**config.mk**
```make
export PLATFORM = sky130hd
export DESIGN_NAME = mux_sel_sequencer
export DESIGN_NICKNAME = d
export VERILOG_FILES = /design/src/rtl/mux_sel_sequencer.sv
export SDC_FILE = /design/constraint.sdc
export NUM_CORES = 1
export LEC_CHECK = 0
export ABC_AREA = 1
export ABC_CLOCK_PERIOD_IN_PS = 1330
export BUFFER_PORTS_ARGS = -buffer_cell sky130_fd_sc_hd__buf_4
export CORE_MARGIN = 4
export CORE_UTILIZATION = 25
export CTS_CLUSTER_DIAMETER = 60
export DETAILED_ROUTE_END_ITERATION = 16
export SLEW_MARGIN = 20
export SYNTH_ARGS = -nofsm -noshare
export SYNTH_HDL_FRONTEND = slang
export SYNTH_SLANG_ARGS = --single-unit
```
**constraint.sdc**
```tcl
create_clock -name clock -period 1.33 [get_ports clock]
set_input_delay 0.133 -clock clock [delete_from_list [all_inputs] [get_ports clock]]
set_output_delay 0.133 -clock clock [all_outputs]
set_load 0.02 [all_outputs]
```
**src/rtl/mux_sel_sequencer.sv**
```systemverilog
// mux_sel_sequencer
// -----------------------------------------------------------------------------
// This block drives and samples a gate-level 2-to-1 mux stage. It sets the mux
// select, waits DWELL cycles, samples the mux output into a result register,
// then toggles the select. It takes 2*NPAIR samples per run, starting with s=0.
//
// Compile-time option: MUX_SEQ_CHECK_EN. When it is defined, every sample is
// compared against (s ? y_obs : x_obs). Any mismatch sets the sticky `error`
// flag. When it is undefined, `error` is tied to 0 and x_obs/y_obs are unused.
//
// Parameters:
//   DWELL  cycles each select value is held before m is sampled (>=1)
//   NPAIR  number of (s=0, s=1) sample pairs per run (>=1)
//
// Ports:
//   clock    in   system clock; all logic is on the rising edge
//   reset    in   synchronous, active-high reset; it aborts a run
//   start    in   run request; it is only sampled in IDLE
//   x_obs    in   copy of mux input x (used by the optional check)
//   y_obs    in   copy of mux input y (used by the optional check)
//   m        in   mux output being sampled
//   s        out  select driven to the mux
//   busy     out  high while the run is sampling
//   done     out  one-cycle pulse at the end of a run
//   samples  out  captured m values; bit 2i is taken with s=0, bit 2i+1 with s=1
//   error    out  sticky mismatch flag
// -----------------------------------------------------------------------------
module mux_sel_sequencer #(
  parameter int DWELL = 2,
  parameter int NPAIR = 4
) (
  input  logic               clock,
  input  logic               reset,
  input  logic               start,
  input  logic               x_obs,
  input  logic               y_obs,
  input  logic               m,
  output logic               s,
  output logic               busy,
  output logic               done,
  output logic [2*NPAIR-1:0] samples,
  output logic               error
);

  localparam int NSAMP = 2 * NPAIR;
  localparam int CNT_W = $clog2(DWELL) + 1;
  localparam int IDX_W = $clog2(NSAMP) + 1;

  typedef enum logic [1:0] {
    IDLE,
    SETTLE,
    DONE
  } state_e;

  state_e             state_q, state_d;
  logic [CNT_W-1:0]   cnt_q, cnt_d;
  logic [IDX_W-1:0]   idx_q, idx_d;
  logic               s_q, s_d;
  logic [NSAMP-1:0]   samples_q, samples_d;

`ifdef MUX_SEQ_CHECK_EN
  logic               error_q, error_d;
`else
  // The observation inputs only feed the optional check.
  logic               unused_obs;
  assign unused_obs = x_obs ^ y_obs;
`endif

  // NOTE: every variable gets its hold value before the case statement.
  // This keeps each path fully assigned, so no latch is inferred.
  always_comb begin
    state_d   = state_q;
    cnt_d     = cnt_q;
    idx_d     = idx_q;
    s_d       = s_q;
    samples_d = samples_q;
`ifdef MUX_SEQ_CHECK_EN
    error_d   = error_q;
`endif

    case (state_q)
      IDLE: begin
        if (start) begin
          samples_d = '0;
          cnt_d     = '0;
          idx_d     = '0;
          s_d       = 1'b0;
`ifdef MUX_SEQ_CHECK_EN
          error_d   = 1'b0;
`endif
          state_d   = SETTLE;
        end
      end

      SETTLE: begin
        cnt_d = cnt_q + CNT_W'(1);
        if (cnt_q == CNT_W'(DWELL - 1)) begin
          // Sample edge: capture m into the slot for the current index.
          for (int i = 0; i < NSAMP; i++) begin
            if (idx_q == IDX_W'(i)) samples_d[i] = m;
          end
`ifdef MUX_SEQ_CHECK_EN
          // Compare against the input that the pre-toggle select routes out.
          if (m != (s_q ? y_obs : x_obs)) error_d = 1'b1;
`endif
          cnt_d = '0;
          s_d   = ~s_q;
          if (idx_q == IDX_W'(NSAMP - 1)) begin
            s_d     = 1'b0;
            state_d = DONE;
          end else begin
            idx_d = idx_q + IDX_W'(1);
          end
        end
      end

      DONE: begin
        state_d = IDLE;
      end

      default: begin
        state_d = IDLE;
      end
    endcase
  end

  // NOTE: sequential state uses non-blocking assignments. All registers then
  // update together from the values they held before the edge.
  always_ff @(posedge clock) begin
    if (reset) begin
      state_q   <= IDLE;
      cnt_q     <= '0;
      idx_q     <= '0;
      s_q       <= 1'b0;
      samples_q <= '0;
`ifdef MUX_SEQ_CHECK_EN
      error_q   <= 1'b0;
`endif
    end else begin
      state_q   <= state_d;
      cnt_q     <= cnt_d;
      idx_q     <= idx_d;
      s_q       <= s_d;
      samples_q <= samples_d;
`ifdef MUX_SEQ_CHECK_EN
      error_q   <= error_d;
`endif
    end
  end

  assign s       = s_q;
  assign busy    = (state_q == SETTLE);
  assign done    = (state_q == DONE);
  assign samples = samples_q;
`ifdef MUX_SEQ_CHECK_EN
  assign error   = error_q;
`else
  assign error   = 1'b0;
`endif

endmodule

```
* Yosys cells after proc, flatten, opt, wreduce, memory -nomap -nowiden
Index checks and enable logic that the tools add are counted.
Cells by class: equality and inequality tests 21, reductions and logical operators 15, $add $sub $neg 2, bitwise operators 1, muxes and demuxes 26
Operator list (number):
- $reduce_and 4->1 | 9
- $ne 2x1->1 const B | 9
- $eq 4x3->1 const B | 4
- $mux 8 | 2
- $pmux 8 s2 | 1
- $mux 4 | 3
- $mux 1 | 11
- $mux 2 | 5
- $eq 4x2->1 const B | 2
- $pmux 2 s2 | 2
- $pmux 4 s2 | 1
- $reduce_and 3->1 | 2
- $add 4x1->4 const B | 1
- $eq 2x1->1 const B | 2
- $eq 4x1->1 const B | 1
- $logic_not 4->1 | 1
- $ne 2x2->1 const B | 2
- $add 2x1->2 const B | 1
- $eq 2x2->1 const B | 1
- $logic_not 2->1 | 1
- $pmux 1 s2 | 1
- $reduce_and 2->1 | 1
- $reduce_bool 2->1 | 1
- $not 1->1 | 1
Storage, ports and cells: input port bits 6, output and inout bits 12, register bits after elaboration 17

* Logic depth before layout (Yosys ltp)
Gate-level depths: netlist of run 1.
depth in word-level cells 4, mapped depth 9

* Least setup slack after synthesis of run 1
Ideal clock, no wire load.
path type register to register, start point reg idx_q[0], end point reg state_q[0], arrival 1088 ps, path buffers 0, setup slack 133 ps, setup time 109 ps, stages on the path, launching flop included 7, required time 1221 ps, clock period less this slack 1197 ps, cells stage by stage dfxtp_1 > ha_1 > nand4_1 > nand3_1 > o21ai_0 > nand2_1 > inv_1
On the way: cells in the longest elaborated chain, start to end 3
RTL lines:
- start, declared | line 57 | logic [IDX_W-1:0] idx_q, idx_d;
- start signal, assigned | line 142 | idx_q <= idx_d;
- $eq 4x3->1 | line 108 | if (idx_q == IDX_W'(NSAMP - 1)) begin
- $ne 2x1->1 (no source line)
- $reduce_and 3->1 (no source line)
- end signal, assigned | line 140 | state_q <= state_d;
- end, declared | line 55 | state_e state_q, state_d;
Every way passes these cells. A chain may end at the register's enable or synchronous reset.

* Worst setup path after layout of run 1
start point reg idx_q[1], end point reg samples_q[7] (netlist: samples[7])
On the way: cells in the longest elaborated chain, start to end 3
RTL lines:
- $eq 4x3->1 | line 100 | if (idx_q == IDX_W'(i)) samples_d[i] = m;
- $ne 2x1->1 (no source line)
- $reduce_and 4->1 (no source line)
- end signal, assigned | line 144 | samples_q <= samples_d;
- end, declared | line 59 | logic [NSAMP-1:0] samples_q, samples_d;
Every way passes these cells.

==> metrics.txt, run 1 <==
run status=completed; Antenna Cells=0; endpoint type of the worst setup path=register; remaining design rule violation count=0; setup repair after global routing missed its margin=false; crit-path max FO=4; average cell area after synthesis=7.18 µm²; Routed WL per cell=9.86 µm; startpoint types=register; post-CTS setup repair buffer count=0; Iteration-0 DRC Markers=29; maximum level of the CTS H-tree=1; worst hold path class=in2reg; Die ar.=4780 µm²; antenna violations before repair=0; max-slew violations=0; GP Congestion=0.788; Floorplan Core Area=3470 µm²; clock sink count=17; starting utilization of the core area=26.9%; antenna-violating nets left=0; Final #Nets=162; flip-flop and latch count after synthesis=17; Die Span Y=69.1 µm; time the worst path needs with I/O delays and setup=1220 ps; Hold EP=samples[7]$_SDFFE_PP0P_; detailed-placement wirelength estimate=1430 µm; max-cap violations=0; commonest cells after routing, fill and taps aside=sky130_fd_sc_hd__nand2_1, sky130_fd_sc_hd__buf_4, sky130_fd_sc_hd__nor2_1; FP Rows=21; area taken by multi-input logic gates=507 µm²; cts-stage hold buffer count=0; endpoint of the worst-slack reg-to-reg timing path=samples[7]$_SDFFE_PP0P_; worst vdd rail ir drop=0.578 mV; global routing's busiest layer=met2; filler cell count=396; Cell Area, Synth=933 µm²; top cells by area, synth=sky130_fd_sc_hd__dfxtp_1, sky130_fd_sc_hd__nand2_1, sky130_fd_sc_hd__nand3_1; leakage power figure=0.539 nW; count of vias placed by the detailed router=850; number of buffers inserted during clock tree synthesis=3; final worst path period share=91.6%; Sequential Area=342 µm²; final setup vio count=0; met3 layer usage reported by global route=2.76%; crit-path max cell delay=350 ps; root buffer selected by CTS=sky130_fd_sc_hd__clkbuf_8; number of instances in the synthesized netlist=130; hold path depth=3; Final Skew=5.63 ps; GRT Overall Usage=8.77%; number of global-route vias before repair=762; Final Core Density=34.0%; Post-Syn Nets=140; clock insertion delay at the later pin of the skew report=260 ps; Final Hold Violating Endpoints=0; routed vias/inst=4.31; sequence of cells on the critical path=ha_2, nand4_1, buf_4, nor3_4, nand2_1, nand2_1; IO Port Bufs=14; number of cell instances on the worst register-to-register path=6; cell type of the slowest stage on the worst timing path=sky130_fd_sc_hd__dfxtp_1; worst flop-to-flop path startpoint=idx_q[1]$_SDFFE_PP0P_; share of Yosys cell area claimed by the top area cell type=36.5%; GR met2 Demand/Resource=12.7%; clock transition time at the flip-flop clock pins of the worst setup and hold paths=70 ps; Routed WL=1940 µm; Ports=18; largest area contributor in the synthesized netlist=sky130_fd_sc_hd__dfxtp_1; summed negative setup slack over all endpoints=0 ps; CTS max path bufs=2; min-delay src=m; Data arrival, critical path=1420 ps; first-pass GRT wire length=3470 µm; WP data required=1530 ps; Area growth, synth to finish=26.3%; minimum hold slack=78.4 ps; GRT Residual Overflow=0; synth warn=0; horizontal extent of the die=69.1 µm; TritonCTS clock tree=built; PD cells=1260 nW/µm²; library cell appearing most often on the critical path=sky130_fd_sc_hd__nand2_1; worst setup slack for register-to-register paths=110 ps; largest net degree at the start of global routing=17; most common library cell in the layout ignoring fill and taps=sky130_fd_sc_hd__nand2_1; Seq/Total Area, Yosys=36.5%; Worst Setup Path Type=reg2reg; number of search-and-repair iterations in the first detailed-routing pass=4; fraction of layout instances using a drive strength above 1=26.5%; top achievable clock speed=821 MHz; count of unique library cells instantiated by Yosys=25; met1 layer usage reported by global route=11.8%
routing by layer:
layer,vias up,wire (µm)
li1,459,-
met1,368,1020
met2,18,803
met3,5,88
met4,0,34
met5,-,0
synth_stat cells:
cell and number:
sky130_fd_sc_hd__a21oi_2 2, sky130_fd_sc_hd__nor3_2 1, sky130_fd_sc_hd__buf_6 1, sky130_fd_sc_hd__buf_12 1
sky130_fd_sc_hd__nor2_2 1, sky130_fd_sc_hd__a21oi_1 10, sky130_fd_sc_hd__conb_1 1, sky130_fd_sc_hd__ha_1 4
sky130_fd_sc_hd__nand2_1 34, sky130_fd_sc_hd__nand3_1 15, sky130_fd_sc_hd__nand2_2 1, sky130_fd_sc_hd__buf_2 1
sky130_fd_sc_hd__nor2_1 17, sky130_fd_sc_hd__o21ai_0 3, sky130_fd_sc_hd__xnor2_1 1, sky130_fd_sc_hd__nand4_1 2
sky130_fd_sc_hd__nand3_2 1, sky130_fd_sc_hd__nand2_4 2, sky130_fd_sc_hd__dfxtp_1 17, sky130_fd_sc_hd__inv_1 8
sky130_fd_sc_hd__or2_1 1, sky130_fd_sc_hd__inv_2 2, sky130_fd_sc_hd__a211oi_1 1, sky130_fd_sc_hd__buf_4 2
sky130_fd_sc_hd__inv_8 1
how the worst max path moves through the flow:
stage / startpoint / to / slack (ps) / cells past startpoint
global route: idx_q[1]$_SDFFE_PP0P_ / samples[7]$_SDFFE_PP0P_ / 0.8 / 6
detailed placement: idx_q[0]$_SDFFE_PP0P_ / idx_q[1]$_SDFFE_PP0P_ / 110 / 7
global placement: idx_q[2]$_SDFFE_PP0P_ / state_q[0]$_SDFFE_PP0P_ / 100 / 5
finish: idx_q[1]$_SDFFE_PP0P_ / samples[7]$_SDFFE_PP0P_ / 110 / 6
floorplan: idx_q[0]$_SDFFE_PP0P_ / state_q[0]$_SDFFE_PP0P_ / 130 / 6
CTS: idx_q[1]$_SDFFE_PP0P_ / samples[7]$_SDFFE_PP0P_ / 80 / 6
repair_timing:
action	in CTS	in global routing
endpoints found under the setup margin	0	5
gates resized for setup	0	4
endpoints found under the hold margin	0	0
through the flow:
step           worst slack (ps)  total power [mW]  std cells  cell area [µm²]
2_1_floorplan               133             0.959        130              933
3_3_place_gp               95.4              1.09        193             1120
3_5_place_dp                109              1.09        193             1120
4_1_cts                    79.1              1.50        197             1160
5_1_grt                   0.782              1.60        197             1180
6_report                    111              1.49        197             1180
report_power, final:
part           internal, mW  total, mW  leakage [nW]  switching, mW
logic                 0.196      0.489         0.373          0.293
clock network         0.208      0.403        0.0255          0.195
registers             0.565      0.595         0.140         0.0303
total                 0.969       1.49         0.539          0.518
kinds of logic after synthesis:
group,count (synthesis),share of synthesized area [%]
AOI/OAI and AO/OA,16,9.65
xor gates and xnor gates,1,0.939
adders and majority gates,4,5.36
buffers and inverters,16,10.7
DFF,17,36.5
other,1,0.402
and+or+nand+nor,75,36.5
flip-flops by register name (all words and copies together) (netlist names):
register and flops:
cnt_q 2, idx_q 4, s 1, samples 8, state_q 2
layout make-up:
cell class              instances  share of cell area, %
clock buffers                   3                   3.50
clock inverters                 1                  0.425
multi-input cells              97                   43.0
inverters                      11                   4.14
flip-flops and latches         17                   29.0
well taps                      46                   4.88
repair buffers                 22                   15.1
critical path, delay by kind of cell, from the launching register on:
family | cells | cell delay, ps
DFF | 1 | 350
adders and majority gates | 1 | 220
and+or+nand+nor | 4 | 430
buffers and inverters | 1 | 180
No activity file was read; power rests on OpenSTA's default activity.
==> run 2, diff against run 1 <==
--- a/config.mk
+++ b/config.mk
@@ -8,10 +8,11 @@
 export ABC_AREA = 1
 export ABC_CLOCK_PERIOD_IN_PS = 1330
 export BUFFER_PORTS_ARGS = -buffer_cell sky130_fd_sc_hd__buf_4
-export CORE_MARGIN = 4
+export CORE_MARGIN = 2
 export CORE_UTILIZATION = 25
 export CTS_CLUSTER_DIAMETER = 60
 export DETAILED_ROUTE_END_ITERATION = 16
+export MAX_ROUTING_LAYER = met4
 export SLEW_MARGIN = 20
 export SYNTH_ARGS = -nofsm -noshare
 export SYNTH_HDL_FRONTEND = slang
==> metrics.txt, run 2 (synthesized netlist as in run 1, its figures left out) <==
run status=completed; time the worst path needs with I/O delays and setup=1240 ps (+21.1 ps); WP data required=1200 ps (-330 ps); FP Rows=22 (+4.8%); Final Hold Violating Endpoints=0 (unchanged); number of search-and-repair iterations in the first detailed-routing pass=4 (unchanged); worst setup slack for register-to-register paths=110 ps (about the same); GP Congestion=0.789 (about the same); commonest cells after routing, fill and taps aside=sky130_fd_sc_hd__nand2_1, sky130_fd_sc_hd__buf_4, sky130_fd_sc_hd__nor2_1; post-CTS setup repair buffer count=0 (unchanged); remaining design rule violation count=0 (unchanged); max-cap violations=0 (unchanged); number of buffers inserted during clock tree synthesis=3 (unchanged); antenna-violating nets left=0 (unchanged); routed vias/inst=4.11 (-4.7%); largest net degree at the start of global routing=17 (unchanged); root buffer selected by CTS=sky130_fd_sc_hd__clkbuf_8; clock insertion delay at the later pin of the skew report=250 ps (about the same); Hold EP=idx_q[2]$_SDFFE_PP0P_; final setup vio count=0 (unchanged); Sequential Area=343 µm² (+0.37%); CTS max path bufs=2 (unchanged); clock sink count=17 (unchanged); IO Port Bufs=14 (unchanged); PD cells=1250 nW/µm² (-1.0%); Die Span Y=65.1 µm (-5.8%); TritonCTS clock tree=built; hold path depth=2 (-1); setup repair after global routing missed its margin=true; most common library cell in the layout ignoring fill and taps=sky130_fd_sc_hd__nand2_1; endpoint of the worst-slack reg-to-reg timing path=idx_q[1]$_SDFFE_PP0P_; Area growth, synth to finish=25.1%; cts-stage hold buffer count=0 (unchanged); detailed-placement wirelength estimate=1400 µm (-1.7%); smallest setup slack after layout=90.2 ps (-21.1 ps); count of vias placed by the detailed router=822 (-3.3%); clock transition time at the flip-flop clock pins of the worst setup and hold paths=60 ps (about the same); Final #Nets=163 (+0.62%); min-delay src=reset; Final Skew=0.984 ps (-4.65 ps); maximum level of the CTS H-tree=1 (unchanged); starting utilization of the core area=25.7% (-1.2 points); Antenna Cells=0 (unchanged); worst setup timing slack at the placement stage=104 ps (-5.27 ps); filler-free cell count of the finished design=200 (+1.5%); Ports=18 (unchanged); filler cell count=409 (+3.3%); Floorplan Core Area=3630 µm² (+4.8%); number of global-route vias before repair=732 (-3.9%); startpoint types=register; worst flop-to-flop path startpoint=idx_q[0]$_SDFFE_PP0P_; final worst path period share=93.2% (+1.6 points); leakage power figure=0.533 nW (-1.2%); DP Cell Count=196 (+1.6%); number of cell instances on the worst register-to-register path=7 (+1); Iteration-0 DRC Markers=15 (-48%); Routed WL=1850 µm (-4.6%); flip-flop count of the largest register, all copies and words added=8 (unchanged); Worst Setup Path Type=reg2out; crit-path max FO=7 (+3); first-pass GRT wire length=3170 µm (-8.5%); Die ar.=4240 µm² (-11%); area taken by multi-input logic gates=498 µm² (-1.7%); horizontal extent of the die=65.1 µm (-5.8%); max-slew violations=0 (unchanged); GRT Residual Overflow=0 (unchanged); endpoint type of the worst setup path=output port; worst hold path class=in2reg; GRT Overall Usage=9.79% (+1.0 points); fraction of layout instances using a drive strength above 1=25.7% (-0.83 points); antenna violations before repair=0 (unchanged); Routed WL per cell=9.27 µm (-6.1%); top achievable clock speed=807 MHz (-1.7%); number of gates resized after cts=1 (+1); Data arrival, critical path=1110 ps (-310 ps); worst vdd rail ir drop=0.768 mV (+33%)
run 2: layout make-up:
type,count,area share [%]
Clock buffer,4,3.86
Inverter,11,4.18
Multi-Input combinational cell,97,42.7
Sequential cell,17,29.4
Tap cell,48,5.14
Timing Repair Buffer,23,14.8
run 2: routing by layer:
metal	share of wire [%]	up-vias	global-route usage (%)
met1	51	344	12.8
met4	0.43	0	2.34
met2	43	13	14.2
li1	-	463	-
met3	5.0	2	3.94
met5	0	-	-
run 2: stage by stage:
stage	power (mW)	setup TNS (ps)	hold slack (ps)	area, µm²	util [%]
4_1_cts	1.48	0	73.3	1160	32.0
6_report	1.46	0	72.9	1170	32.1
3_5_place_dp	1.08	0	341	1110	30.7
3_3_place_gp	1.08	0	338	1110	30.7
5_1_grt	1.57	-6.94	61.4	1170	32.1
2_1_floorplan	0.959	0	202	933	-
run 2: worst max-delay path: stages (launching register included):
cell and delay, ps:
sky130_fd_sc_hd__dfxtp_1 340, sky130_fd_sc_hd__inv_2 60, sky130_fd_sc_hd__nand2_4 100, sky130_fd_sc_hd__inv_2 50, sky130_fd_sc_hd__buf_4 150, sky130_fd_sc_hd__buf_4 150
run 2: how the worst max path moves through the flow:
| stage | startpoint | cells past startpoint | endpoint | slack (ps) |
|---|---|---|---|---|
| floorplan | idx_q[0]$_SDFFE_PP0P_ | 6 | state_q[0]$_SDFFE_PP0P_ | 130 |
| global placement | state_q[0]$_SDFFE_PP0P_ | 7 | idx_q[1]$_SDFFE_PP0P_ | 110 |
| detailed placement | state_q[0]$_SDFFE_PP0P_ | 5 | idx_q[0]$_SDFFE_PP0P_ | 100 |
| CTS | state_q[1]$_SDFFE_PP0P_ | 5 | busy | 20 |
| global route | idx_q[1]$_SDFFE_PP0P_ | 6 | state_q[0]$_SDFFE_PP0P_ | -7 |
| finish | state_q[1]$_SDFFE_PP0P_ | 5 | busy | 90 |
run 2: power by group:
| part | switching, mW | internal [mW] | total (mW) |
|---|---|---|---|
| logic | 0.284 | 0.188 | 0.473 |
| clock network | 0.171 | 0.212 | 0.384 |
| registers | 0.0349 | 0.566 | 0.601 |
| total | 0.491 | 0.967 | 1.46 |
